## config.mk

```make
export PLATFORM = sky130hd
export DESIGN_NAME = setcc_arbiter
export DESIGN_NICKNAME = d
export VERILOG_FILES = /design/src/rtl/setcc_pkg.sv /design/src/rtl/setcc_compare.sv /design/src/rtl/setcc_arbiter.sv
export SDC_FILE = /design/constraint.sdc
export NUM_CORES = 1
export LEC_CHECK = 0
export ABC_AREA = 0
export CORE_ASPECT_RATIO = 1.1
export CORE_MARGIN = 2
export CORE_UTILIZATION = 66
export CTS_BUF_LIST = sky130_fd_sc_hd__clkbuf_4 sky130_fd_sc_hd__clkbuf_8
export CTS_CLUSTER_DIAMETER = 30
export DETAILED_ROUTE_END_ITERATION = 10
export DONT_BUFFER_PORTS = 1
export GPL_TIMING_DRIVEN = 1
export HOLD_SLACK_MARGIN = 0.03
export PLACE_DENSITY = 0.82
export SLEW_MARGIN = 20
export SYNTH_ARGS = -nofsm -noshare
export SYNTH_HDL_FRONTEND = slang
export SYNTH_SLANG_ARGS = --single-unit
export TNS_END_PERCENT = 50
```

## constraint.sdc

```tcl
create_clock -name clk -period 2.7 [get_ports clk]
set_input_delay 0.405 -clock clk [delete_from_list [all_inputs] [get_ports clk]]
set_output_delay 0.405 -clock clk [all_outputs]
set_load 0.005 [all_outputs]
```

## src/rtl/setcc_pkg.sv

```systemverilog
// Shared definitions for the set-condition arbiter.
// Latency: n/a (constants and types only).
// Backpressure: n/a.
// Contents: 3-bit condition-code constants and the arbiter FSM state enum.
package setcc_pkg;

   // Unsigned comparisons of A against B; 3'b110 and 3'b111 are reserved.
   localparam logic [2:0] CC_LE = 3'b000;
   localparam logic [2:0] CC_LT = 3'b001;
   localparam logic [2:0] CC_GE = 3'b010;
   localparam logic [2:0] CC_GT = 3'b011;
   localparam logic [2:0] CC_EQ = 3'b100;
   localparam logic [2:0] CC_NE = 3'b101;

   typedef enum logic [1:0] {
      S_IDLE = 2'b00,
      S_EXEC = 2'b01,
      S_RESP = 2'b10
   } state_t;

endpackage

```

## src/rtl/setcc_compare.sv

```systemverilog
// Unsigned set-condition comparator: c = (a <code> b); reserved codes give 0.
// Latency: purely combinational.
// Backpressure: none.
// Ports: a, b (WIDTH) operands; code (3) condition code; c (1) condition result.
module setcc_compare
   import setcc_pkg::*;
#(
   parameter int WIDTH = 16
) (
   input  logic [WIDTH-1:0] a,
   input  logic [WIDTH-1:0] b,
   input  logic [2:0]       code,
   output logic             c
);

   always_comb begin
      c = 1'b0;
      case (code)
         CC_LE:   c = (a <= b);
         CC_LT:   c = (a <  b);
         CC_GE:   c = (a >= b);
         CC_GT:   c = (a >  b);
         CC_EQ:   c = (a == b);
         CC_NE:   c = (a != b);
         default: c = 1'b0;
      endcase
   end

endmodule

```

## src/rtl/setcc_arbiter.sv

```systemverilog
// Two-requester round-robin arbiter in front of one shared set-condition unit.
// Latency: grant in cycle N, rsp_valid in N+2; one operation per 3 cycles at best.
// Backpressure: rsp_c/rsp_id held while rsp_ready is low; no grants until the response transfers.
// Ports: clk, rst (async, active-high); reqN_valid/reqN_ready/reqN_a/reqN_b/reqN_code per requester;
//        rsp_valid/rsp_ready handshake, rsp_c (zero-extended condition), rsp_id (owning requester).
module setcc_arbiter
   import setcc_pkg::*;
#(
   parameter int WIDTH = 16
) (
   input  logic             clk,
   input  logic             rst,
   input  logic             req0_valid,
   output logic             req0_ready,
   input  logic [WIDTH-1:0] req0_a,
   input  logic [WIDTH-1:0] req0_b,
   input  logic [2:0]       req0_code,
   input  logic             req1_valid,
   output logic             req1_ready,
   input  logic [WIDTH-1:0] req1_a,
   input  logic [WIDTH-1:0] req1_b,
   input  logic [2:0]       req1_code,
   output logic             rsp_valid,
   input  logic             rsp_ready,
   output logic [WIDTH-1:0] rsp_c,
   output logic             rsp_id
);

   state_t           state_q, state_d;
   logic             last_grant_q;
   logic [WIDTH-1:0] a_q, b_q;
   logic [2:0]       code_q;
   logic             id_q;
   logic [WIDTH-1:0] rsp_c_q;
   logic             rsp_id_q;

   logic             grant_vld;
   logic             grant_id;
   logic             cmp_c;

   // Next state, grant and ready. Ready is gated with rst because state_q
   // already reads IDLE during reset and must not leak a grant.
   always_comb begin
      state_d    = state_q;
      grant_vld  = 1'b0;
      grant_id   = 1'b0;
      req0_ready = 1'b0;
      req1_ready = 1'b0;
      case (state_q)
         S_IDLE: begin
            if (!rst && (req0_valid || req1_valid)) begin
               grant_vld = 1'b1;
               // Contention goes to whoever did not win last; otherwise the sole requester.
               if (req0_valid && req1_valid) begin
                  grant_id = ~last_grant_q;
               end else begin
                  grant_id = req1_valid;
               end
               req0_ready = ~grant_id;
               req1_ready = grant_id;
               state_d    = S_EXEC;
            end
         end
         S_EXEC: begin
            state_d = S_RESP;
         end
         S_RESP: begin
            // No grant here: the completing transfer cycle only returns to IDLE.
            if (rsp_ready) begin
               state_d = S_IDLE;
            end
         end
         default: begin
            state_d = S_IDLE;
         end
      endcase
   end

   // Comparator sees only captured operands, so requester inputs may change
   // freely after the grant.
   setcc_compare #(
      .WIDTH (WIDTH)
   ) u_compare (
      .a    (a_q),
      .b    (b_q),
      .code (code_q),
      .c    (cmp_c)
   );

   always_ff @(posedge clk or posedge rst) begin
      if (rst) begin
         state_q      <= S_IDLE;
         last_grant_q <= 1'b1;
         a_q          <= '0;
         b_q          <= '0;
         code_q       <= 3'b000;
         id_q         <= 1'b0;
         rsp_c_q      <= '0;
         rsp_id_q     <= 1'b0;
      end else begin
         state_q <= state_d;
         if (grant_vld) begin
            last_grant_q <= grant_id;
            id_q         <= grant_id;
            a_q          <= grant_id ? req1_a    : req0_a;
            b_q          <= grant_id ? req1_b    : req0_b;
            code_q       <= grant_id ? req1_code : req0_code;
         end
         if (state_q == S_EXEC) begin
            rsp_c_q  <= {{(WIDTH-1){1'b0}}, cmp_c};
            rsp_id_q <= id_q;
         end
      end
   end

   assign rsp_valid = (state_q == S_RESP);
   assign rsp_c     = rsp_c_q;
   assign rsp_id    = rsp_id_q;

endmodule

```

## After elaboration in Yosys (flattened, before gate mapping)

Cells that the tools add are included.

- Equal/unequal tests: 11
- Bitwise operators: 2
- Multiplexer cells: 16
- Reduce and logical (&&, ||, !) cells: 7
- $lt $le $gt $ge: 4

Operators by type and width:

| kind | count |
|---|---|
| $mux W16 | 2 |
| $eq A16 B16 Y1 | 1 |
| $ge A16 B16 Y1 | 1 |
| $gt A16 B16 Y1 | 1 |
| $le A16 B16 Y1 | 1 |
| $lt A16 B16 Y1 | 1 |
| $ne A16 B16 Y1 | 1 |
| $mux W1 | 9 |
| $eq A3 B2 Y1 const B | 2 |
| $eq A3 B3 Y1 const B | 2 |
| $pmux W1 S6 | 1 |
| $pmux W2 S3 | 1 |
| $mux W2 | 2 |
| $eq A3 B1 Y1 const B | 1 |
| $logic_not A3 Y1 | 1 |
| $mux W3 | 1 |
| $eq A2 B1 Y1 const B | 1 |
| $eq A2 B2 Y1 const B | 1 |
| $logic_and A1 B1 Y1 | 2 |
| $logic_not A2 Y1 | 1 |
| $ne A2 B1 Y1 const B | 1 |
| $ne A2 B2 Y1 const B | 1 |
| $not A1 Y1 | 2 |
| $reduce_and A2 Y1 | 1 |
| 2 further kinds | 2 |

- Input port bits: 75
- Register bits after elaboration: 41
- Logic and storage cells: 48
- Output and inout port bits: 20

## Longest topological paths before layout

Gate-level depths: netlist of run 1.

- Word-level depth: 7
- Gate-level depth with buffers: 7
- Gate-level depth less buffers: 7

## Hierarchy

Synthesis of run 1 repeated with hierarchy kept, for this count alone.

- Cell total of the unflattened synthesis: 264
- Area total of the unflattened synthesis: 2686.3 µm²

Modules (own cells, without submodules):

| module | times used | sequential area each (µm²) | area an instance (µm²) | cells an instance |
|---|---|---|---|---|
| setcc_arbiter | 1 | 1027.2 | 2232.1 | 199 |
| setcc_compare | 1 | 0.0 | 454.2 | 65 |

## Worst setup path before layout of run 1

No wires, ideal clock.

- Path kind: register to register
- Start: register a_q[14]
- End: register rsp_c_q[0] (netlist: rsp_c[0])
- Arrival time: 1.749 ns
- Period minus slack after synthesis: 1.873 ns
- Path buffers: 0
- Library setup time: 0.124 ns
- Data required time: 2.576 ns
- Stages on the path, launching flop included: 7
- Setup slack: 0.827 ns
- Path through: dfrtp_1 -> ha_1 -> a21oi_1 -> nand2_1 -> a221o_1 -> o31a_1 -> a211o_1

- Word-level cells in the longest chain between the ends: 2
- Elaborated cells between the ends (all ways): 7
- Classes of those cells: 4 x order compare; 2 x eq/ne; 1 x mux

RTL lines:

| what | RTL line | text |
|---|---|---|
| start, declared | setcc_arbiter.sv:31 | `logic [WIDTH-1:0] a_q, b_q;` |
| start signal, assigned | setcc_arbiter.sv:105 | `a_q <= grant_id ? req1_a : req0_a;` |
| $gt A16 B16 Y1, or another cell as far along | setcc_compare.sv:22 | `CC_GT: c = (a > b);` |
| $pmux W1 S6 * | setcc_compare.sv:18 | `case (code)` |
| end signal, assigned | setcc_arbiter.sv:110 | `rsp_c_q <= {{(WIDTH-1){1'b0}}, cmp_c};` |
| end, declared | setcc_arbiter.sv:34 | `logic [WIDTH-1:0] rsp_c_q;` |

Mark *: on every way between the ends. The rest lies on a longest branch, timed or not.
A chain may end at the register's enable or synchronous reset.

## Worst setup path after layout of run 1

Ends and elaborated chain as after synthesis.

==> out/metrics.cfg, run 1 <==
[sta]
slew_headroom=0.5733
hold_slack_ps=66.28
worst_pin_slew_ps=639.2
fin_crit_ps=2058
drv_slew=0
setup_ws_ps=641.8
rsz0062_at_grt=no
finalClockSkew_ps=5.346
max_freq_ghz=0.4859
finalSetupViolCount=0
min_period_over_period=0.7623
hold_viol_final=0
fin_tns_setup_ps=0

[placement]
place.port_buffers=0
hpwl_um=3179
preCtsSetupSlack_ps=673.9
finalWeightedCongestion=0.7803

[grt]
grt_max_degree=60
grt_first_pass_wirelength_um=6382
grt_pass1_vias=1400
grt_usage=0.2087
grt_overflow=0
antenna_found_initial=0

[power_and_ir_drop]
finalPower_mw=2.505
p_sw_mw=0.9029
total_leakage_power_nw=1.288
pwr-share-comb=0.382
power.density_nw_per_um2=980.9
swShare=0.3604
pwr-share-clk=0.208
p_seq_frac=0.410
vdd.ir_drop.worst_mv=0.5361
p_int_mw=1.602

[floorplan]
die_width_um=61.84
die_h_um=67.62
start_util=0.6751
ios=95
core-area_um2=3597
rows=23
die_area_um2=4181

[clock_tree]
cts-resized-gates=0
path_clk_slew_ps=80
cts_made_buffers=5
clock-sinks=41
cts_tree=yes
clock_latency_ps=300
htree_num_levels=2
post_cts_buffers=0
cts_root_buffer=clkbuf_8
hold_buffers=0
cts_max_path_buffers=2

[worst_setup_path]
rr_startpoint=a_q[14]$_DFFE_PP0P_
critical_path.slowest_cell=a2111oi_0
startpoint_type=flop
cp-startpoint=a_q[14]$_DFFE_PP0P_
r2r_cells=5
worstSetupPathType=flop to flop
cp.arrival_ps=2240
crit_chain=ha_1 > nand4_4 > a2111oi_0 > o41ai_1 > a211o_1
path_max_fanout=4
required_ps=2890
cpPeakStageDelay_ps=580
worstSetupEndpointType=flop

[synth]
syn_area_um2=2429
synth_top_area_frac=0.4122
avgSynthCellArea_um2=9.637
synth_top_cell_by_area=dfrtp_1
synth.area.top_cells=dfrtp_1, mux2i_1, ha_1
ys_warn_count=0
ys_seq_area_frac=0.4230
ys_types=34
synth_seq_cells=41
synthCells=252

[drt]
ant_nets=0
wl_per_cell_um=14.04
drt_iter0_drc=59
vias=1687
wl_met1_um=1804
viasPerCell=5.605
firstDrtPassIters=4
wl_met2_um=2035
highest_layer=met4
routed_wl_um=4225
routed-wl-met3_um=284
route.detailed.drc=0

[finish]
antenna_cells=0
drive_above_1_share=0.08367
nets=341
area_delta_synth_final_pct=5.152
postLayoutCoreUtil=0.7099

[run]
cap_violations=0

[hold_path]
hold_class=input port to async pin

[run_status]
run_status=complete, no violations

[through the flow]
step	cells	instance area (um^2)
finish	301	2554
CTS	301	2554
floorplan	266	2481
global route	301	2554
global placement	293	2434
detailed placement	293	2434
[flip-flops by register name, summed over array words and instances, names as in the netlist]
name,flops
last_grant_q,1
state_q,2
code_q,3
a_q,16
rsp_c,1
rsp_id,1
b_q,16
id_q,1
[layout make-up]
cell class                 count  area (um^2)
multi-input combinational    179         1242
fill                         272         1044
sequential                    41         1027
clock buffer                   7        90.09
inverter                      19        71.32
tap                           50        62.56
clock inverter                 1        30.03
timing repair buffer           4        30.03
[metal layers]
metal / up-vias / track usage
li1: 830 / -
met4: 0 / 0.07447
met5: - / 0
met3: 9 / 0.06130
met1: 783 / 0.2900
met2: 65 / 0.3092
[cells in the mapped netlist]
cell type,n
nor3_1,1
mux2_1,1
nand4_2,1
a221o_1,1
nor2_1,4
nand4_4,1
o21ai_0,31
o211ai_1,1
a22o_1,1
a2111oi_0,1
mux2_2,1
nand4_1,2
nor2b_1,2
nand2_1,38
a21o_1,3
nand2b_1,2
buf_2,4
o41ai_1,1
a21boi_1,1
a211o_1,1
o31a_1,1
ha_1,16
clkbuf_1,8
dfrtp_1,40
inv_1,19
a21oi_1,7
mux2i_1,35
conb_1,1
buf_4,15
nor4_4,1
nand3_1,2
or3b_2,1
o21ai_1,7
dfstp_2,1
[cell usage in the layout (no fill, tap or decap), types with 3 or more instances in the layout]
| cell | netlist | final |
|---|---|---|
| ha_1 | 16 | 16 |
| o21ai_0 | 31 | 31 |
| a21oi_1 | 7 | 7 |
| conb_1 | 1 | 15 |
| mux2i_1 | 35 | 35 |
| a21o_1 | 3 | 3 |
| clkbuf_8 | 0 | 6 |
| inv_1 | 19 | 18 |
| o21ai_1 | 7 | 6 |
| nor2_1 | 4 | 4 |
| dfrtp_1 | 40 | 40 |
| nand2_1 | 38 | 38 |
| buf_4 | 15 | 4 |
[power by group through the flow]
stage	Combinational, mW	Clock, mW	Sequential (mW)
5_1_grt	1.09	0.551	1.06
4_1_cts	0.969	0.523	1.03
6_report	0.956	0.521	1.03
2_1_floorplan	0.798	0	0.990
3_3_place_gp	0.908	0	1.03
3_5_place_dp	0.956	0	1.04
[worst max-delay path: cells and delay by family (launching register included)]
family	cells	cell delay (ps)
adders and majority gates	1	360
and+or+nand+nor	1	150
AOI/OAI and AO/OA	3	1040
DFF	1	390
[path summary, 6_finish.rpt]
kind                                           to  slack, ps
max reg2reg                  rsp_c[0]$_DFFE_PP0N_        640
max                          rsp_c[0]$_DFFE_PP0N_        640
min in group clk           state_q[1]$_DFFE_PP0P_        220
max in group asynchronous      b_q[6]$_DFFE_PP0P_       2040
min                        state_q[0]$_DFFE_PP0P_         70
min reg2reg                      id_q$_DFFE_PP0P_        480
[kinds of logic after synthesis]
| kind of cell | count (synthesis) | synth area share |
|---|---|---|
| simple gates | 55 | 0.1128 |
| buf+inv | 46 | 0.09634 |
| fa+ha+maj | 16 | 0.08243 |
| compound gates | 56 | 0.1303 |
| mux | 37 | 0.1535 |
| other cells | 1 | 0.001544 |
| flops | 41 | 0.4230 |
(Power assumes the default switching activity.)
==> run 2, diff against run 1 <==
==> constraint.sdc (replaced) <==
create_clock -name clk -period 1.9 [get_ports clk]
set_input_delay 0.285 -clock clk [delete_from_list [all_inputs] [get_ports clk]]
set_output_delay 0.285 -clock clk [all_outputs]
set_load 0.005 [all_outputs]
==> run 2 against run 1 <==
Compared with the run above: the run now ends with setup timing left; critical path depth increased by 2; sequential power rose by 47%; combinational power increased by 90%; setup slack got worse by 700 ps; global-route usage rose by 2.7 points; cell count grew 2.3%; clock skew down 2.5 ps; wire length is 11% higher; die area unchanged; hold slack gained 36 ps; critical path type unchanged; largest cell class unchanged; largest power group is now combinational cells.
==> out/metrics.cfg, run 2 (synthesis results as in run 1) <==
[sta]
min_period_over_period=1.032  ; +0.2701
finalClockSkew_ps=2.879  ; -2.467 ps
worst_pin_slew_ps=503.9  ; -135.3 ps
finalSetupViolCount=1  ; +1
max_freq_ghz=0.5098  ; +4.9%
fin_tns_setup_ps=-61.60  ; -61.60 ps
fin_crit_ps=1962  ; -96.65 ps
hold_viol_final=0  ; unchanged
slew_headroom=0.6620  ; +0.08874
hold_slack_ps=101.9  ; +35.65 ps
drv_slew=0  ; unchanged
setup_ws_ps=-61.60  ; -703.4 ps
rsz0062_at_grt=yes

[grt]
grt_usage=0.2361  ; +0.02743
grt_max_degree=31  ; -48%
antenna_found_initial=0  ; unchanged
grt_first_pass_wirelength_um=6996  ; +9.6%
grt_overflow=0  ; unchanged
grt_pass1_vias=1555  ; +11%

[drt]
route.detailed.drc=0  ; unchanged
routed_wl_um=4700  ; +11%
drt_iter0_drc=54  ; -8.5%
firstDrtPassIters=4  ; unchanged
wl_per_cell_um=15.26  ; +8.7%
vias=1718  ; +1.8%
viasPerCell=5.578  ; -0.48%
ant_nets=0  ; unchanged

[floorplan]
core-area_um2=3597  ; unchanged
die_area_um2=4181  ; unchanged
die_width_um=61.84  ; unchanged
die_h_um=67.62  ; unchanged
rows=23  ; unchanged
start_util=0.6751  ; unchanged
ios=95  ; unchanged

[placement]
hpwl_um=3318  ; +4.4%
place.port_buffers=0  ; unchanged
finalWeightedCongestion=0.8262  ; +5.9%
preCtsSetupSlack_ps=-204.8  ; -878.7 ps

[finish]
final_cell_mix=dfrtp_1, nand2_1, mux2i_1, o21ai_0, inv_1
layout_commonest_cell=dfrtp_1
area_delta_synth_final_pct=13.76
top_regs=a_q (16), b_q (16), code_q (3)
nets=349  ; +2.3%
seqCellArea_um2=1027  ; unchanged
drive_above_1_share=0.1628  ; +0.07913
num-fill-cells=244  ; -10%
multi_input_area_um2=1393  ; +12%
postLayoutCoreUtil=0.7680  ; +0.05809
antenna_cells=0  ; unchanged

[worst_setup_path]
worstSetupEndpointType=flop
critical_path.slowest_cell=dfrtp_1
cpLargestDelayFamily=compound AO/OA/AOI/OAI gates
cp.arrival_ps=2150  ; -90 ps
r2r_cells=7  ; +2
ff2ff_setup_slack_ps=-60  ; -700 ps
required_ps=2080  ; -810 ps
cpPeakStageDelay_ps=360  ; -220 ps
startpoint_type=flop
worst-path-buf-inv=1  ; +1
crit_chain=inv_1 > ha_1 > a21oi_1 > o21ai_1 > a221o_1 > o31a_1 > a211o_1
rr_startpoint=b_q[5]$_DFFE_PP0P_
path_max_fanout=2  ; -2
r2r-end=rsp_c[0]$_DFFE_PP0N_
worstSetupPathType=flop to flop

[clock_tree]
clock-sinks=41  ; unchanged
cts_made_buffers=5  ; unchanged
path_clk_slew_ps=80  ; about the same
cts_tree=yes
clock_latency_ps=300  ; about the same
cts_root_buffer=clkbuf_8
cts_max_path_buffers=2  ; unchanged
htree_num_levels=2  ; unchanged

[run_status]
run_status=finished with violations
violations=setup timing

[run]
cap_violations=0  ; unchanged

[power_and_ir_drop]
power.density_nw_per_um2=1453  ; +48%
total_leakage_power_nw=1.330  ; +3.3%
vdd.ir_drop.worst_mv=0.7997  ; +49%

[hold_path]
whs_path_depth=1
hold_class=input port to flop
hp-start=rsp_ready
min_to=state_q[1]$_DFFE_PP0P_

==> run 2: timing repair <==
action / in CTS / in global routing
gates resized for setup: 9 / 11
setup buffers: 0 / 5
hold endpoints to repair: 12 / 0
endpoints found under the setup margin: 1 / 2
hold buffers: 1 / 0
pin swaps: 2 / 10
==> run 2: worst register-to-register path: stages (launching register included) <==
cell and delay (ps):
dfrtp_1 360, inv_1 50, ha_1 300, a21oi_1 130, o21ai_1 110, a221o_1 360, o31a_1 300, a211o_1 240
==> run 2: report_power, final <==
part	internal, mW	switching [mW]	total (mW)
Clock	0.382	0.301	0.682
Sequential	1.24	0.277	1.51
Combinational	0.878	0.939	1.82
==> run 2: per-stage QoR <==
stage | instance area [um^2] | cells | power (mW)
floorplan | 2481 | 266 | 2.541
global placement | 2461 | 295 | 2.769
detailed placement | 2461 | 295 | 2.854
CTS | 2643 | 303 | 3.721
global route | 2763 | 308 | 4.320
finish | 2763 | 308 | 4.013
==> run 2: final cells by class <==
class / instances / area share
multi-input combinational: 179 / 0.5041
sequential: 41 / 0.3718
timing repair buffer: 12 / 0.03804
inverter: 19 / 0.02582
clock buffer: 5 / 0.02491
tap: 50 / 0.02264
clock inverter: 2 / 0.01268
==> run 2: worst max-delay path by stage <==
stage | startpoint | end | cells past startpoint
2_1_floorplan | a_q[14]$_DFFE_PP0P_ | rsp_c[0]$_DFFE_PP0N_ | 6
3_3_place_gp | a_q[14]$_DFFE_PP0P_ | rsp_c[0]$_DFFE_PP0N_ | 5
3_5_place_dp | b_q[1]$_DFFE_PP0P_ | rsp_c[0]$_DFFE_PP0N_ | 7
4_1_cts | a_q[7]$_DFFE_PP0P_ | rsp_c[0]$_DFFE_PP0N_ | 6
5_1_grt | b_q[14]$_DFFE_PP0P_ | rsp_c[0]$_DFFE_PP0N_ | 7
6_report | b_q[5]$_DFFE_PP0P_ | rsp_c[0]$_DFFE_PP0N_ | 7
==> run 2: metal layers <==
metal / vias up / wire (um) / global-route usage / part of all wire
met5: - / 0 / 0 / 0
met1: 802 / 2001 / 0.2868 / 0.43
met3: 7 / 275 / 0.07088 / 0.059
met2: 64 / 2338 / 0.3816 / 0.50
li1: 845 / - / - / -
met4: 0 / 85 / 0.1064 / 0.018
==> run 3, diff against run 2 <==
--- a/config.mk
+++ b/config.mk
@@ -15,6 +15,7 @@
 export DONT_BUFFER_PORTS = 1
 export GPL_TIMING_DRIVEN = 1
 export HOLD_SLACK_MARGIN = 0.03
+export MAX_ROUTING_LAYER = met4
 export PLACE_DENSITY = 0.82
 export SLEW_MARGIN = 20
 export SYNTH_ARGS = -nofsm -noshare
==> run 3 against run 2 <==
Compared with the run above: the flow still finishes with violations (setup timing); sequential power is essentially flat; setup slack gained 42 ps; first-iteration DRC count grew 11%; cell area shrank 0.27%; power shrank 0.47%; critical endpoint unchanged.
==> out/metrics.cfg, run 3 (synthesis results as in run 1) <==
[run_status]
run_status=finished with violations
violations=setup timing

[sta]
slew_headroom=0.6651  ; +0.003115
fin_crit_ps=1920  ; -42.02 ps
finalClockSkew_ps=3.053  ; +0.1747 ps
drv_slew=0  ; unchanged
rsz0062_at_grt=yes
setup_ws_ps=-19.58  ; +42.02 ps
fin_tns_setup_ps=-19.58  ; +42.02 ps
max_freq_ghz=0.5209  ; +2.2%
hold_slack_ps=110.7  ; +8.726 ps
hold_viol_final=0  ; unchanged
finalSetupViolCount=1  ; unchanged
worst_pin_slew_ps=499.3  ; -4.644 ps
min_period_over_period=1.010  ; -0.02212

[grt]
grt_overflow=0  ; unchanged
grt_max_degree=31  ; unchanged
grt_first_pass_wirelength_um=6989  ; -0.10%
antenna_found_initial=0  ; unchanged
grt_usage=0.2424  ; +0.006294
grt_pass1_vias=1555  ; unchanged

[finish]
antenna_cells=0  ; unchanged
drive_above_1_share=0.1589  ; -0.003876
nets=349  ; unchanged
layout_commonest_cell=dfrtp_1
top_regs=a_q (16), b_q (16), code_q (3)
final_cell_mix=dfrtp_1, nand2_1, mux2i_1, o21ai_0, inv_1
postLayoutCoreUtil=0.7659  ; -0.002087
area_delta_synth_final_pct=13.45
num-fill-cells=246  ; +0.82%

[worst_setup_path]
startpoint_type=flop
worstSetupEndpointType=flop
required_ps=2080  ; about the same
cp.arrival_ps=2100  ; -50 ps
worstSetupPathType=flop to flop
path_max_fanout=4  ; +2

[floorplan]
ios=95  ; unchanged
die_width_um=61.84  ; unchanged
die_area_um2=4181  ; unchanged
core-area_um2=3597  ; unchanged
start_util=0.6751  ; unchanged
rows=23  ; unchanged
die_h_um=67.62  ; unchanged

[hold_path]
hold_class=input port to flop

[clock_tree]
htree_num_levels=2  ; unchanged
path_clk_slew_ps=70  ; about the same
clock-sinks=41  ; unchanged
cts_max_path_buffers=2  ; unchanged
cts_root_buffer=clkbuf_8
cts_made_buffers=5  ; unchanged
clock_latency_ps=290  ; about the same
cts_tree=yes

[power_and_ir_drop]
power.density_nw_per_um2=1450  ; -0.19%
total_leakage_power_nw=1.335  ; +0.35%
finalPower_mw=3.994  ; -0.47%
vdd.ir_drop.worst_mv=0.7884  ; -1.4%

[drt]
vias=1725  ; +0.41%
ant_nets=0  ; unchanged
firstDrtPassIters=4  ; unchanged
wl_per_cell_um=15.57  ; +2.1%
route.detailed.drc=0  ; unchanged
viasPerCell=5.601  ; +0.41%
routed_wl_um=4797  ; +2.1%
drt_iter0_drc=60  ; +11%

[placement]
hpwl_um=3318  ; unchanged
preCtsSetupSlack_ps=-204.8  ; unchanged
finalWeightedCongestion=0.8388  ; +1.5%
place.port_buffers=0  ; unchanged

[run]
cap_violations=0  ; unchanged

==> run 3: area by class of cell <==
class                      count  area, um^2  share of cell area
sequential                    41        1027              0.3728
clock inverter                 2       35.03             0.01272
tap                           50       62.56             0.02271
inverter                      19       71.32             0.02589
clock buffer                   5       68.82             0.02498
multi-input combinational    179        1385              0.5027
timing repair buffer          12       105.1             0.03815
==> run 3: worst paths after layout <==
kind / startpoint / endpoint / slack [ps] / cells past startpoint
min in group asynchronous: rst / b_q[10]$_DFFE_PP0P_ / 400 / 2
max: a_q[14]$_DFFE_PP0P_ / rsp_c[0]$_DFFE_PP0N_ / -20 / 6
max reg2reg: a_q[14]$_DFFE_PP0P_ / rsp_c[0]$_DFFE_PP0N_ / -20 / 6
min reg2reg: id_q$_DFFE_PP0P_ / id_q$_DFFE_PP0P_ / 480 / 1
max in group asynchronous: rst / b_q[3]$_DFFE_PP0P_ / 950 / 3
min: rsp_ready / state_q[1]$_DFFE_PP0P_ / 110 / 1
==> run 3: timing repair <==
item	CTS	global route
endpoints found under the setup margin	1	2
setup buffers	0	5
pin swaps	2	11
hold endpoints to repair	12	0
gates resized for setup	9	11
hold buffers	1	0
==> run 3: worst max-delay path, stage by stage, from the launching register on <==
cell and delay [ps]:
dfrtp_1 410, ha_4 300, nand4_4 160, nor4_4 390
mux2_4 220, o41ai_2 60, a211o_1 270
==> run 3: per-layer routing <==
metal  vias up  GRT usage  wire (um)
met5         -          -          0
met3        11    0.07088        303
li1        846          -          -
met2        68     0.3816       2406
met4         0     0.1064        120
met1       800     0.2855       1967
==> run 3: through the flow <==
step,cell area [um^2],instances
finish,2755,308
global route,2755,308
CTS,2643,303
detailed placement,2461,295
global placement,2461,295
floorplan,2481,266
==> run 3: where the power goes <==
| group | internal (mW) | switching (mW) | leakage, nW |
|---|---|---|---|
| sequential | 1.24 | 0.266 | 0.507 |
| clock | 0.382 | 0.289 | 0.0540 |
| combinational | 0.866 | 0.953 | 0.774 |
==> RTL edit 1 (settings of run 2) <==
Re-encode `state_t` (3 states) as one-hot, 3 bits wide.
--- a/src/rtl/setcc_pkg.sv
+++ b/src/rtl/setcc_pkg.sv
@@ -12,10 +12,10 @@
    localparam logic [2:0] CC_EQ = 3'b100;
    localparam logic [2:0] CC_NE = 3'b101;
 
-   typedef enum logic [1:0] {
-      S_IDLE = 2'b00,
-      S_EXEC = 2'b01,
-      S_RESP = 2'b10
+   typedef enum logic [2:0] {
+      S_IDLE = 3'b001,
+      S_EXEC = 3'b010,
+      S_RESP = 3'b100
    } state_t;
 
 endpackage
Behaviour: same outputs for any inputs over 10 cycles, from zero or initial values and one cycle with rst high; not proved beyond that.
==> RTL edit 1 against run 2 <==
  * The flow still finishes with violations (negative setup slack)
  * Count of clock-buffer cells in the layout is 2 higher
  * Design area rose by 0.45%
  * Sequential cell count grew 1
  * Non-clock buffer count shrank 6
  * Global-route usage fell by 1.8 points
  * Area after synthesis up 2.8%
  * Sequential power rose by 8%
  * Clock skew grew 0.0047 ns
  * Worst setup slack gained 0.0077 ns
  * Total power grew 7.5%
  * Wire length up 2.1%
==> RTL edit 1: results (changes against run 2) <==
status=finished with violations; failing checks=negative setup slack; Post-Place Cells=298 (+1.0%); setup violators final=1 (unchanged); vias in the first global route=1543 (-0.77%); NumNets Final=346 (-0.86%); WL met1=1.99 mm (-0.70%); Worst EP arrival=2.14 ns; fillers=262 (+7.4%); class of the worst hold path=in -> async; multiplexer share of the synthesized area=0.158 (+0.00437); CTS Buffer Depth=2 (unchanged); post-synthesis compound-gate area fraction=0.128 (-0.00202); slowest cell delay on critical path=0.41 ns (+0.05 ns); RD Place Congestion=0.840 (+1.6%); via count=1743 (+1.5%); post-CTS setup buffers=0 (unchanged); share of cells above drive strength 1=0.168 (+0.00518); async set-reset flop share out of synthesis=1.00 (unchanged); fin worst setup slack=-0.0539 ns (+0.00769 ns); initial antenna violation count=0 (unchanged); first-pass GRT wire length=7.07 mm (+1.1%); GRT met2 Usage=0.355 (-0.0267); post-layout util=0.765 (-0.00265); worst slack, placed=-0.0522 ns (+0.153 ns); Antenna diodes=0 (unchanged); Met3 Wirelength=238 um (-13%); WL/cell=15.7 um (+2.8%); Post-Syn Instances=255 (+1.2%); Port Buffer Count=0 (unchanged); Final Non-Filler Cells=306 (-0.65%); area post-placement=0.00253 mm2 (+2.9%); First-pass DRT Iterations=4 (unchanged); Critical Path Sink=rsp_c[0]; 1st-iter DRT viols=103 (+91%); Main synth FF type=dfrtp_1; routing usage on met1=0.277 (-0.00995); post-synthesis adder-cell area fraction=0.0802 (-0.00223); pin count of the biggest net entering global routing=43 (+39%); post-synthesis cell type count=36 (+5.9%); maximum fanout along the worst path=3 (+1); Peak VDD IR=0.913 mV (+14%); relative slew slack=0.658 (-0.00424); Setup crit start=a_q[2]; P_leak=1.25 nW (-6.0%); post-synthesis xor/xnor area fraction=0 (unchanged); setup TNS=-0.0539 ns (+0.00769 ns); WL met2=2.44 mm (+4.5%); top cells by count, synth=a21oi_1 (41), dfrtp_1 (40), nor2_1 (39); largest registers=a_q x16, b_q x16; Worst R2R Path Depth=6 (-1); Final Skew=0.00758 ns (+0.00470 ns); global-route usage over all layers=0.219 (-0.0176); sequential area share after synthesis=0.422 (-0.000923); grt met3 use=0.0617 (-0.00919); DPL Wire Length=3.36 mm (+1.3%); CTS buffer count=5 (unchanged); slowest stage cell, crit path=dfrtp_1; Ys Warns=0 (unchanged); synth top area cells=dfrtp_1 (40%), mux2i_1 (14%), a21oi_1 (8.2%)
## RTL edit 1: cell types whose count changed in the layout (fill, tap and decap cells not counted), sizes merged, moves of 5 or more
cell	change
o21ai	-37
nor2	+35
buf	-5
a21oi	+34
nand2	-33
## RTL edit 1: how the worst min path moves through the flow
| stage | slack, ns | end | cells after the start |
|---|---|---|---|
| finish | 0.03 | a_q[0] | 2 |
| detailed placement | 0.36 | code_q[1] | 2 |
| global route | 0.06 | code_q[2] | 2 |
| CTS | 0.04 | b_q[14] | 2 |
| global placement | 0.37 | a_q[15] | 2 |
| floorplan | 0.28 | a_q[0] | 1 |
## RTL edit 1: logic make-up after synthesis
family	count (synthesis)
other	1
multiplexers	39
flip-flops	42
adder cells (fa/ha/maj)	16
buffers and inverters	46
AO/OA/AOI/OAI	53
AND/OR/NAND/NOR	58
## RTL edit 1: report_power, final
| part | switching (W) | internal [W] | leakage (nW) |
|---|---|---|---|
| clock | 0.000294 | 0.000307 | 0.0517 |
| combinational | 0.00106 | 0.00102 | 0.732 |
| sequential | 0.000327 | 0.00131 | 0.467 |
## RTL edit 1: what timing repair did
action | 4_1_cts | 5_1_grt
endpoints found under the setup margin | 1 | 1
pin swaps | 3 | 2
gates resized for setup | 3 | 15
gates cloned | 0 | 0
## RTL edit 1: area by class of cell
class / count / share of cell area
multi-input cells: 181 / 0.511
flip-flops and latches: 42 / 0.380
well taps: 50 / 0.0225
repair buffers: 6 / 0.0252
clock inverters: 1 / 0.00180
inverters: 19 / 0.0271
clock buffers: 7 / 0.0325
## RTL edit 1: critical path: cells and delay by family, from the launching register on
family                     cells  cell delay (ns)
DFF                            1             0.41
and+or+nand+nor                2             0.54
adders and majority gates      1             0.28
AOI/OAI and AO/OA              3             0.62
==> RTL edit 2 (config.mk and constraints of run 2) <==
Without the edit above. `WIDTH` is set to 16 in 2 places; all go to 32.
--- a/src/rtl/setcc_compare.sv
+++ b/src/rtl/setcc_compare.sv
@@ -5,7 +5,7 @@
 module setcc_compare
    import setcc_pkg::*;
 #(
-   parameter int WIDTH = 16
+   parameter int WIDTH = 32
 ) (
    input  logic [WIDTH-1:0] a,
    input  logic [WIDTH-1:0] b,
--- a/src/rtl/setcc_arbiter.sv
+++ b/src/rtl/setcc_arbiter.sv
@@ -6,7 +6,7 @@
 module setcc_arbiter
    import setcc_pkg::*;
 #(
-   parameter int WIDTH = 16
+   parameter int WIDTH = 32
 ) (
    input  logic             clk,
    input  logic             rst,
Ports: changed (5 resized); port bits go from 95 to 175. The function was not compared with the original's and may differ.
==> RTL edit 2 against run 2 <==
  * The run still ends with negative setup slack left
  * Wire length is 94% higher
  * Synthesized cell count is 85% higher
  * Highest routed layer unchanged
  * Worst setup slack lost 0.26 ns
  * Design area up 79%
  * Total power grew 81%
  * Area after synthesis increased by 80%
  * Final cell count increased by 83%
  * Sequential cell count up 32
  * Worst hold slack worse by 0.043 ns
  * Critical endpoint unchanged
  * Sequential share of layout area is 0.20 points lower
==> RTL edit 2: results (changes against run 2) <==
status=finished with violations; failing checks=negative setup slack; grt met3 use=0.0485 (-0.0224); count of multi-input gates=330 (+84%); post-synthesis cell type count=38 (+12%); P_leak=2.44 nW (+84%); clk_buf instances=11 (+6); Worst R2R Path Depth=8 (+1); Reg-to-Reg Start=a_q[9]; Sink Count=73 (+78%); multiplexer share of the synthesized area=0.159 (+0.00511); routing usage on met1=0.300 (+0.0132); NumNets Final=648 (+86%); RD Place Congestion=0.772 (-6.6%); syn_area_per_cell=9.38 um2 (-2.7%); CTS buffer count=9 (+4); sequential area share after synthesis=0.419 (-0.00387); ClkCell Share=0.0463 (+0.00874); vias in the first global route=2990 (+92%); power density over cell area=1470 mW/mm2 (+0.97%); register share of the cell area=0.370 (-0.00196); Peak VDD IR=0.824 mV (+3.0%); invs w/o clock=38 (+19); Net Sw Frac=0.371 (-0.00632); GRT met2 Usage=0.426 (+0.0447); Non-clk bufs=25 (+13); final hold slack=0.0590 ns (-0.0430 ns); non-clk buf share=0.0486 (+0.0106); WL met1=3.57 mm (+79%); setup violators final=1 (unchanged); relative slew slack=0.605 (-0.0573); fillers=447 (+83%); worst slack, placed=-0.432 ns (-0.227 ns); area post-placement=0.00445 mm2 (+81%); Worst-Skew Late Latency=0.35 ns (+0.05 ns); post-synthesis compound-gate area fraction=0.125 (-0.00499); post_cts resized=14 (+5); multi-input gate share of the layout cell area=0.485 (-0.0193); Seq. pwr=0.00266 W (+76%); largest registers=a_q x32, b_q x32, code_q x3; H-tree depth=3 (+1); Met3 Wirelength=536 um (+95%); First-pass DRT Iterations=5 (+1); 1st-iter DRT viols=126 (+130%); synth top area cells=dfrtp_1 (41%), mux2i_1 (16%), ha_1 (9.2%); post-CTS setup buffers=7 (+7); WL met2=4.69 mm (+100%); Die Area=0.00728 mm2 (+74%); Clk. pwr=0.00138 W (+100%); fin worst setup slack=-0.326 ns (-0.265 ns); top cells by count, synth=nand2_1 (74), dfrtp_1 (72), mux2i_1 (68), o21ai_1 (68), inv_1 (37); DPL Wire Length=6.30 mm (+90%)
-- RTL edit 2: changes by cell type in the layout (fill, tap and decap cells not counted), sizes merged, moves of 13 or more --
cell   delta
conb     +16
ha       +16
nand2    +36
dfrtp    +32
buf      +13
mux2i    +33
o21ai    +33
inv      +19
-- RTL edit 2: how the worst max path moves through the flow --
stage,startpoint,to,slack (ns),cells past startpoint
global placement,a_q[30],rsp_c[0],-0.36,9
global route,b_q[10],rsp_c[0],-0.42,9
detailed placement,a_q[29],rsp_c[0],-0.43,9
finish,a_q[9],rsp_c[0],-0.33,8
CTS,b_q[7],rsp_c[0],-0.29,8
floorplan,a_q[23],rsp_c[0],-0.22,7
-- RTL edit 2: worst max-delay path, cell delays in order (launching register included) --
cell and delay [ns]:
dfrtp_1 0.39, ha_1 0.32, nand4_1 0.12, buf_4 0.14, nor4_4 0.05, a21boi_2 0.15, o31a_1 0.30, or4_1 0.47
a32oi_1 0.20
